<file path="src/rtl/duty_ramp_controller.sv">
// Soft-start/soft-stop duty slewer feeding the PWM generator.
// Optional target clamp enabled by defining DUTY_LIMIT_EN (limit = MAX_DUTY).
module duty_ramp_controller #(
    parameter int STEP     = 1,
    parameter int RAMP_DIV = 2500,
    parameter int MAX_DUTY = 230
) (
    input  logic       clk,
    input  logic       rst,
    input  logic       en,
    input  logic       tgt_valid,
    input  logic [7:0] tgt_duty,
    output logic       tgt_ready,
    output logic [7:0] duty,
    output logic       pwm_en,
    output logic       at_target,
    output logic       busy
);

    localparam int DATA_W = 8;
    localparam int PW     = (RAMP_DIV > 1) ? $clog2(RAMP_DIV) : 1;

    localparam logic [PW-1:0]   PRESC_MAX = PW'(RAMP_DIV - 1);
    localparam logic [DATA_W:0] STEP_X    = (DATA_W + 1)'(STEP);
    localparam logic [DATA_W-1:0] STEP_N  = DATA_W'(STEP);

    if (STEP < 1 || STEP > 255 || RAMP_DIV < 1 || MAX_DUTY < 0 || MAX_DUTY > 255) begin : g_param_check
        $error("duty_ramp_controller: parameter out of range");
    end

    typedef enum logic [1:0] {
        IDLE = 2'd0,
        RUN  = 2'd1,
        STOP = 2'd2
    } state_t;

    state_t            state, state_nxt;
    logic [PW-1:0]     presc, presc_nxt;
    logic [DATA_W-1:0] target, target_nxt;
    logic [DATA_W-1:0] duty_nxt;
    logic              tick;
    logic              xfer;

    // Saturating slew toward a limit; one extra bit keeps the sum from wrapping.
    function automatic logic [DATA_W-1:0] ramp_up(input logic [DATA_W-1:0] cur,
                                                  input logic [DATA_W-1:0] lim);
        logic [DATA_W:0] sum;
        sum = {1'b0, cur} + STEP_X;
        return (sum > {1'b0, lim}) ? lim : sum[DATA_W-1:0];
    endfunction

    function automatic logic [DATA_W-1:0] ramp_down(input logic [DATA_W-1:0] cur,
                                                    input logic [DATA_W-1:0] floor_v);
        logic [DATA_W:0] thr;
        thr = {1'b0, floor_v} + STEP_X;
        return ({1'b0, cur} < thr) ? floor_v : (cur - STEP_N);
    endfunction

    function automatic logic [DATA_W-1:0] capture_tgt(input logic [DATA_W-1:0] raw);
`ifdef DUTY_LIMIT_EN
        logic [DATA_W-1:0] lim;
        lim = DATA_W'(MAX_DUTY);
        return (raw > lim) ? lim : raw;
`else
        return raw;
`endif
    endfunction

    assign tick = (state != IDLE) && (presc == PRESC_MAX);
    assign xfer = tgt_valid && tgt_ready;

    always_comb begin
        state_nxt  = state;
        duty_nxt   = duty;
        presc_nxt  = presc;
        target_nxt = xfer ? capture_tgt(tgt_duty) : target;

        case (state)
            IDLE: begin
                duty_nxt  = '0;
                presc_nxt = '0;
                if (en) state_nxt = RUN;
            end
            RUN: begin
                if (tick) begin
                    if (duty < target)      duty_nxt = ramp_up(duty, target);
                    else if (duty > target) duty_nxt = ramp_down(duty, target);
                end
                if (!en) state_nxt = (duty == '0) ? IDLE : STOP;
            end
            STOP: begin
                if (tick) duty_nxt = ramp_down(duty, '0);
                if (en)                          state_nxt = RUN;
                else if (tick && duty_nxt == '0) state_nxt = IDLE;
            end
            default: begin
                state_nxt = IDLE;
                duty_nxt  = '0;
            end
        endcase

        // The divider free-runs across RUN/STOP and parks at zero in IDLE.
        if (state != IDLE) presc_nxt = tick ? '0 : presc + 1'b1;
        if (state_nxt == IDLE) presc_nxt = '0;
    end

    always_ff @(posedge clk or negedge rst) begin
        if (!rst) begin
            state  <= IDLE;
            duty   <= '0;
            target <= '0;
            presc  <= '0;
        end else begin
            state  <= state_nxt;
            duty   <= duty_nxt;
            target <= target_nxt;
            presc  <= presc_nxt;
        end
    end

    assign tgt_ready = (state != STOP);
    assign pwm_en    = (state != IDLE);
    assign at_target = (state == RUN) && (duty == target);
    assign busy      = (state != IDLE) && ((duty != target) || (state == STOP));

endmodule

</file>
<file path="config.mk">
export PLATFORM = sky130hd
export DESIGN_NAME = duty_ramp_controller
export DESIGN_NICKNAME = d
export VERILOG_FILES = /design/src/rtl/duty_ramp_controller.sv
export SDC_FILE = /design/constraint.sdc
export NUM_CORES = 1
export LEC_CHECK = 0
export BUFFER_PORTS_ARGS = -buffer_cell sky130_fd_sc_hd__buf_4
export CAP_MARGIN = 5
export CORE_MARGIN = 5
export CORE_UTILIZATION = 25
export CTS_BUF_LIST = sky130_fd_sc_hd__clkbuf_4 sky130_fd_sc_hd__clkbuf_8 sky130_fd_sc_hd__clkbuf_16
export DETAILED_ROUTE_END_ITERATION = 8
export GPL_ROUTABILITY_DRIVEN = 1
export PLACE_DENSITY_LB_ADDON = 0.08
export SLEW_MARGIN = 20
export SYNTH_ARGS = -nofsm -noshare
export SYNTH_HDL_FRONTEND = slang
export SYNTH_SLANG_ARGS = --single-unit
</file>
<file path="constraint.sdc">
create_clock -name clk -period 3.55 [get_ports clk]
set_input_delay 0 -clock clk [delete_from_list [all_inputs] [get_ports clk]]
set_output_delay 0 -clock clk [all_outputs]
set_load 0.005 [all_outputs]
</file>
==> results.json <==
{
  "outcome": "finished clean",
  "nets": 414,
  "clkTransAtPathRegs_ns": 0.07,
  "track_usage_pct": 13.4,
  "worstSetupEndpointType": "register",
  "gr-total-overflow": 0,
  "gp_congestion": 0.778,
  "grt_max_degree": 31,
  "synth_edf_count": 0,
  "finalCriticalPeriod_ns": 3.16,
  "p_per_area_mw_per_mm2": 422,
  "drv_cap": 0,
  "die_h_um": 115,
  "reg2reg_depth": 13,
  "htreeDepth": 2,
  "multiInputGateArea_sq_mm": 0.00184,
  "fin_cells": 510,
  "hold_viol": 0,
  "routed_wl_um": 8240,
  "crit_arrival_ns": 3.37,
  "cp_max_fo": 10,
  "initial_utilization_pct": 25.3,
  "async_reset_ff_share_pct": 100,
  "die_width_um": 115,
  "rows": 38,
  "clockBufferDepth": 2,
  "syn_inst": 333,
  "worst_slew_pin_slew_ns": 0.880,
  "clk_latency_ns": 0.28,
  "grt_pass1_wl_um": 13900,
  "wl_per_cell_um": 16.2,
  "period_share_pct": 88.9,
  "regArea_sq_um": 753,
  "path_class": "reg -> reg",
  "final_cell_mix": "33 x nor2_1, 33 x buf_4, 32 x ha_1",
  "leakagePower_nw": 1.51,
  "syn_nets": 377,
  "fillers": 1156,
  "start_kind": "register",
  "via_per_inst": 4.96,
  "synth_top_area_share_pct": 27.5,
  "crit_required_ns": 3.76,
  "cts_root_buf": "clkbuf_8",
  "io_buffers": 23,
  "ys.flop_type": "dfrtp_1",
  "grt_pass1_vias": 2614,
  "firstDrtPassIters": 4,
  "yosysWarnings": 0,
  "synth.area.top_cells": "dfrtp_1 27%, ha_1 15%, xnor2_1 5.4%",
  "seq_area_frac_synth_pct": 27.5,
  "worst_ir_drop_vdd_v": 0.000124,
  "synth_largest_area_cell": "dfrtp_1",
  "io_pins": 24,
  "hpwl_um": 6430,
  "ff2ff_setup_slack_ns": 0.39,
  "vias": 2530,
  "cts_sinks": 30,
  "synth-seq-cells": 30,
  "dp_cells": 493,
  "slew_viol_final": 0,
  "setup_viol": 0,
  "drc": 0,
  "syn-cell-area_sq_mm": 0.00273,
  "timing.slew.headroom_pct": 41.2,
  "fp.coreArea_sq_mm": 0.0108,
  "antenna_cells": 0,
  "yosysUniqueCellTypes": 54,
  "syn_to_final_growth_pct": 20.0,
  "fp.dieArea_sq_mm": 0.0131,
  "cts_inserted_buffers": 5,
  "skew_ns": 0.00668,
  "setup_tns_ns": 0,
  "tritoncts": "yes",
  "reg2reg_to": "duty[1]$_DFFE_PN0P_",
  "postSynthAreaPerCell_sq_um": 8.21,
  "drt_iter0_markers": 81,
  "rr_startpoint": "duty[1]$_DFFE_PN0P_",
  "drive_gt1_share_pct": 13.8,
  "ant_nets": 0,
  "fmax_ghz": 0.317,
  "hp-class": "in -> async",
  "antenna_found_initial": 0
}
[how the worst max path moves through the flow]
stage / from / endpoint / slack (ns) / cells past startpoint
final: duty[1]$_DFFE_PN0P_ / duty[1]$_DFFE_PN0P_ / 0.39 / 13
after global routing: duty[1]$_DFFE_PN0P_ / duty[1]$_DFFE_PN0P_ / -0.007 / 13
after global placement: duty[0]$_DFFE_PN0P_ / duty[1]$_DFFE_PN0P_ / 0.12 / 13
after floorplan: duty[2]$_DFFE_PN0P_ / duty[0]$_DFFE_PN0P_ / 0.80 / 12
after detailed placement: duty[1]$_DFFE_PN0P_ / duty[2]$_DFFE_PN0P_ / 0.27 / 12
after CTS: duty[1]$_DFFE_PN0P_ / duty[1]$_DFFE_PN0P_ / 0.24 / 13
[cells in the mapped netlist, types with 6 or more instances]
| cell | number |
|---|---|
| dfrtp_1 | 30 |
| nand4_1 | 6 |
| mux2i_1 | 6 |
| xnor2_1 | 17 |
| nor3_1 | 9 |
| nand3_1 | 17 |
| clkbuf_1 | 6 |
| o21ai_0 | 22 |
| nand2_1 | 25 |
| a21oi_1 | 17 |
| and3_1 | 6 |
| nor2_1 | 33 |
| a21o_1 | 6 |
| xor2_1 | 10 |
| inv_1 | 23 |
| ha_1 | 32 |
[stage by stage]
step	setup WS (ns)	power (mW)	utilization, %	instance area, sq um	hold WS (ns)
2_1_floorplan	0.800	0.881	-	2730	-0.296
3_3_place_gp	0.115	1.11	28.6	3090	-0.0240
3_5_place_dp	0.266	1.11	28.6	3090	-0.0273
4_1_cts	0.240	1.40	30.4	3280	0.209
5_1_grt	-0.00708	1.52	30.4	3280	0.256
6_report	0.392	1.38	30.4	3280	0.196
[worst max-delay path, stage by stage (launching register included)]
cell      delay (ns)
dfrtp_2         0.49
ha_1            0.23
nand3_1         0.17
nor2_1          0.17
xor2_1          0.12
ha_1            0.21
nor4_1          0.38
o21ai_0         0.15
nor2_1          0.15
o21ai_0         0.14
buf_4           0.18
o21a_1          0.16
a221oi_1        0.38
a221o_1         0.17
[layer usage]
layer	routed length (um)	part of all wire, %	vias to the layer above	GRT usage, %
li1	-	-	1259	-
met1	3760	46	1217	17.7
met2	4040	49	44	22.8
met3	304	3.7	10	1.90
met4	132	1.6	0	3.64
met5	0	0	-	0
[cell families (layout without fill, tap and decap cells)]
family / count (synthesis) / after routing / share of synthesized area (%)
xor+xnor: 27 / 27 / 8.65
compound gates: 79 / 79 / 18.5
simple gates: 122 / 122 / 22.6
buf+inv: 36 / 73 / 5.54
flops: 30 / 30 / 27.5
mux: 7 / 7 / 2.61
fa+ha+maj: 32 / 32 / 14.6
[area by class of cell]
type / count / area share, %
Inverter: 23 / 2.63
Clock buffer: 7 / 2.55
Multi-Input combinational cell: 267 / 55.9
Timing Repair Buffer: 43 / 10.6
Sequential cell: 30 / 23.0
Tap cell: 140 / 5.34
[power by group]
| part | leakage, nW | total (mW) | switching (mW) | internal (mW) |
|---|---|---|---|---|
| clock | 0.0452 | 0.278 | 0.127 | 0.150 |
| sequential | 0.398 | 0.445 | 0.0632 | 0.382 |
| combinational | 1.07 | 0.661 | 0.386 | 0.275 |
| total | 1.51 | 1.38 | 0.576 | 0.807 |
[registers in the layout, summed over array words and instances (netlist names)]
name,flops
duty,8
target,8
presc,12
state,2
[what timing repair did]
item                                    4_1_cts  5_1_grt
setup buffers                                 0        0
hold buffers                                 10        0
resized for setup                             0        3
endpoints found under the setup margin        0        7
hold endpoints to repair                     39        0
Power figures use the tool's default switching activity.
